$ cat src/rtl/pic_inta_sequencer.sv
// INT/INTA handshake sequencer: drives the CPU INT line, runs the two-pulse INTA cycle,
// places the vector byte on the bus and maintains the in-service register with nonspecific EOI.
module pic_inta_sequencer #(
    parameter int         SYNC_STAGES    = 2,
    parameter logic [2:0] SPURIOUS_LEVEL = 3'd7
) (
    input  logic       clk,
    input  logic       rst_n,
    input  logic       int_req,
    input  logic [2:0] isr_level,
    input  logic       special_delivery,
    input  logic       inta_n,
    input  logic [4:0] vector_base,
    input  logic       aeoi_mode,
    input  logic       eoi_cmd,
    output logic       int_out,
    output logic [1:0] int_a_counter,
    output logic       eoi_out,
    output logic [7:0] data_out,
    output logic       data_oe,
    output logic [7:0] in_service
);

    typedef enum logic [2:0] {IDLE, REQ, ACK1, GAP, ACK2} state_t;

    state_t                 state;
    logic [SYNC_STAGES-1:0] sync_q;
    logic                   hist_q;
    logic [SYNC_STAGES:0]   settle_q;
    logic [2:0]             level_q;
    logic                   spec_q;
    logic                   sync;
    logic                   settled;
    logic                   fall;
    logic                   rise;
    logic                   eoi_fire;
    logic [7:0]             low_bit;
    logic [7:0]             set_mask;

    // Edges are qualified until the chain holds real pin samples, so a pin
    // already low when reset releases is never mistaken for a fresh fall.
    assign sync     = sync_q[SYNC_STAGES-1];
    assign settled  = settle_q[SYNC_STAGES];
    assign fall     = settled & hist_q & ~sync;
    assign rise     = settled & ~hist_q & sync;
    assign eoi_fire = eoi_cmd & ~aeoi_mode;
    assign low_bit  = in_service & (~in_service + 8'd1);

    always_comb begin
        set_mask = 8'h00;
        if (state == GAP && fall && !aeoi_mode && !spec_q)
            set_mask = 8'd1 << level_q;
    end

    always_ff @(posedge clk or negedge rst_n) begin
        if (!rst_n) begin
            sync_q   <= '1;
            hist_q   <= 1'b1;
            settle_q <= '0;
        end else begin
            sync_q   <= {sync_q[SYNC_STAGES-2:0], inta_n};
            hist_q   <= sync;
            settle_q <= {settle_q[SYNC_STAGES-1:0], 1'b1};
        end
    end

    always_ff @(posedge clk or negedge rst_n) begin
        if (!rst_n) begin
            state         <= IDLE;
            int_out       <= 1'b0;
            int_a_counter <= 2'b00;
            data_out      <= 8'h00;
            data_oe       <= 1'b0;
            level_q       <= 3'd0;
            spec_q        <= 1'b0;
        end else begin
            case (state)
                IDLE: begin
                    int_a_counter <= 2'b00;
                    if (int_req) begin
                        state   <= REQ;
                        int_out <= 1'b1;
                    end
                end
                REQ: begin
                    if (fall) begin
                        state         <= ACK1;
                        int_a_counter <= 2'b01;
                        int_out       <= 1'b0;
                    end
                end
                ACK1: begin
                    level_q <= special_delivery ? SPURIOUS_LEVEL : isr_level;
                    spec_q  <= special_delivery;
                    if (rise) state <= GAP;
                end
                GAP: begin
                    if (fall) begin
                        state         <= ACK2;
                        int_a_counter <= 2'b10;
                        data_out      <= {vector_base, level_q};
                        data_oe       <= 1'b1;
                    end
                end
                ACK2: begin
                    if (rise) begin
                        state         <= IDLE;
                        data_oe       <= 1'b0;
                        int_a_counter <= 2'b00;
                    end
                end
                default: state <= IDLE;
            endcase
        end
    end

    // Clear works on the pre-set value; OR-ing the set last lets it win on a shared bit.
    always_ff @(posedge clk or negedge rst_n) begin
        if (!rst_n) begin
            in_service <= 8'h00;
            eoi_out    <= 1'b0;
        end else begin
            in_service <= (in_service & ~(eoi_fire ? low_bit : 8'h00)) | set_mask;
            eoi_out    <= eoi_fire;
        end
    end

endmodule

$ cat config.mk
export PLATFORM = sky130hd
export DESIGN_NAME = pic_inta_sequencer
export DESIGN_NICKNAME = d
export VERILOG_FILES = /design/src/rtl/pic_inta_sequencer.sv
export SDC_FILE = /design/constraint.sdc
export NUM_CORES = 1
export LEC_CHECK = 0
export ABC_CLOCK_PERIOD_IN_PS = 1550
export CELL_PAD_IN_SITES_DETAIL_PLACEMENT = 1
export CELL_PAD_IN_SITES_GLOBAL_PLACEMENT = 1
export CORE_ASPECT_RATIO = 1.1
export CORE_UTILIZATION = 34
export DETAILED_ROUTE_END_ITERATION = 7
export PLACE_DENSITY_LB_ADDON = 0.1
export SLEW_MARGIN = 15
export SYNTH_ARGS = -nofsm -noshare
export SYNTH_HDL_FRONTEND = slang
export SYNTH_SLANG_ARGS = --single-unit
$ cat constraint.sdc
create_clock -name clk -period 1.55 [get_ports clk]
set_input_delay 0.31 -clock clk [delete_from_list [all_inputs] [get_ports clk]]
set_output_delay 0.31 -clock clk [all_outputs]
set_load 0.05 [all_outputs]
==> impl_metrics.ini <==
[sta]
fmax_ghz = 0.6521
drv_slew = 0
layout_min_cycle_time_ns = 1.534
finalSetupViolCount = 0
final_hold_viol_count = 0
fin_crit_sh_pct = 98.94
rsz0062_at_grt = true
fin_worst_skew_ns = 0.008501
holdWs_ns = 0.3541

[global_routing]
grt_util_met2_pct = 28.32
grt_first_pass_wirelength_mm = 5.582
met1_usage_pct = 20.13
grt-busiest-layer = met2
grtUsageMet3_pct = 4.967
grt_pass1_vias = 1160
antenna_found_initial = 0
grt_usage_pct = 17.07
grt_overflow = 0
grt_max_degree = 35

[cts]
cts_inserted_buffers = 5
clock_sinks = 34
cts_buffer_depth = 2
clock_tree.root_cell = clkbuf_8
cts_tree = built
cts_max_level = 2
path_clk_slew_ns = 0.07
clkLatencyLatePin_ns = 0.29

[synthesis]
syn_nets = 124
yosysWarnings = 0
synth_cells = 109
ys_types = 32
synthesis.area_um2 = 1391
syn_area_per_cell_um2 = 12.76
seq_area_frac_synth_pct = 61.42
yosys_register_bits = 34

[worst_setup_path]
slowest_stage = or4b_4
cp-end-kind = flop
cp.depth = 4
crit_end = in_service[5]
reg2reg_setup_slack_ns = 0.03
cp_max_fo = 6
crit_family = simple AND/OR/NAND/NOR gates
crit_arrival_ns = 1.69
crit_buf_inv = 1
crit_required_ns = 1.71
cp-start-kind = input port
rr_endpoint = in_service[5]
crit_path_start = eoi_cmd
slowest_delay_ns = 0.53
r2r_cells = 3
crit_chain = clkdlybuf4s50_1 -> or4b_4 -> o41ai_4 -> o31ai_2
crit_type = input port to flop
reg2reg_from = in_service[0]

[run]
maxCapViolCount = 0

[route]
drc = 0
via_per_inst = 5.084
first_pass_iters = 3
ant_nets = 0
vias = 1088
drtIter0Drc = 15
drt-total-wl_mm = 3.421
wl_per_cell_um = 15.99

[floorplanning]
core-area_um2 = 3934
initial_core_util_pct = 35.37
dieArea_um2 = 4352
die_w_um = 62.99
rows = 24
ios = 36
die_y_um = 69.09

[hold_path]
hold_class = flop to flop

[layout]
layout-drive-gt1-share_pct = 43.21
diodes = 0
final_common_cell = dfrtp_1
nets = 176
final_cell_mix = dfrtp_1, buf_12, clkdlybuf4s50_1
area_growth_pct = 65.92

[pwr]
power_density_nw_per_um2 = 1869
p_leak_nw = 0.9847
power_mw = 4.314
vdd_drop_max_uv = 987.8

[placement]
gp_routability_congestion = 0.7198
portBuffers = 35
hpwl_mm = 2.444

[outcome]
status = finished, final reports clean
metal layers:
layer | up-vias | wire length (µm)
li1 | 505 | -
met1 | 547 | 1382
met2 | 29 | 1822
met3 | 7 | 142
met4 | 0 | 74
met5 | - | 0
logic make-up after synthesis:
| group | Yosys count | share of synthesized area [%] |
|---|---|---|
| flip-flops | 34 | 61.42 |
| AO/OA/AOI/OAI | 29 | 15.02 |
| AND/OR/NAND/NOR | 25 | 10.97 |
| buffers and inverters | 10 | 4.496 |
| multiplexers | 9 | 7.195 |
| XOR/XNOR | 1 | 0.6296 |
| other | 1 | 0.2695 |
repair_timing:
| item | in CTS | in global routing |
|---|---|---|
| setup endpoints to repair | 4 | 8 |
| resized for setup | 2 | 7 |
| buffers inserted | 0 | 1 |
| pin swaps | 0 | 1 |
| hold buffers | 0 | 0 |
| cloned | 0 | 1 |
worst reg2reg max path, stage by stage (launching register included):
cell and delay [ns]:
dfrtp_2 0.41, or4b_4 0.60, o41ai_4 0.25, o31ai_2 0.12
final cells by class:
type | count | area (µm²)
well taps | 52 | 65.06
clock inverters | 3 | 68.82
repair buffers | 48 | 670.6
inverters | 6 | 22.52
fillers | 381 | 1625
flip-flops and latches | 34 | 860.8
multi-input cells | 66 | 551.8
clock buffers | 5 | 68.82
synth_stat cells:
cell type	n	share of area (%)
inv_1	6	1.6
or3_1	1	0.45
nand2b_1	2	0.90
a31oi_1	1	0.45
nor2_1	7	1.9
conb_1	1	0.27
or4_1	1	0.54
nand4b_1	1	0.63
o211a_1	1	0.72
a2bb2oi_1	1	0.63
nor3b_1	1	0.54
o41ai_1	4	2.5
o21ai_0	5	1.8
a21oi_1	4	1.4
mux2i_1	1	0.72
clkbuf_1	1	0.27
a21bo_2	1	0.72
o2bb2ai_1	2	1.3
nand3_4	1	1.3
o221ai_1	1	0.63
mux2_2	8	6.5
o31ai_1	9	4.9
dfstp_2	3	5.7
buf_6	2	1.6
nand2_1	7	1.9
and4bb_4	1	1.2
xnor2_1	1	0.63
nand3b_1	1	0.54
clkbuf_8	1	0.99
dfrtp_1	31	56
nand4_1	1	0.45
or4b_1	1	0.72
state kept, by name (all words and copies together) (netlist names):
signal / count
data_out: 8
level_q: 3
settle_q: 3
int_out: 1
state: 3
in_service: 8
data_oe: 1
spec_q: 1
sync_q: 2
int_a_counter: 2
eoi_out: 1
hist_q: 1
through the flow:
| stage | TNS (ns) | worst slack, ns | util [%] | std cells | area, µm² |
|---|---|---|---|---|---|
| after floorplan | -0.05137 | -0.02424 | - | 109 | 1406 |
| after global placement | -1.463 | -0.2706 | 53.21 | 204 | 2093 |
| after detailed placement | -1.923 | -0.3806 | 53.21 | 204 | 2093 |
| after CTS | -0.002815 | -0.002815 | 57.00 | 212 | 2242 |
| after global routing | -0.1228 | -0.03475 | 58.68 | 214 | 2308 |
| final | 0 | 0.01644 | 58.68 | 214 | 2308 |
worst min path at each step:
stage	from	endpoint	slack [ns]	cells after the start
after floorplan	rst_n	data_oe	0.01	0
after global placement	settle_q[1]	settle_q[2]	0.34	0
after detailed placement	settle_q[1]	settle_q[2]	0.34	0
after CTS	sync_q[0]	sync_q[1]	0.36	0
after global routing	settle_q[1]	settle_q[2]	0.35	0
final	settle_q[1]	settle_q[2]	0.35	0
power breakdown:
group | switching [mW] | internal [mW]
Combinational | 0.959 | 0.928
Sequential | 0.306 | 1.14
Clock | 0.340 | 0.644
(Power assumes the default switching activity.)
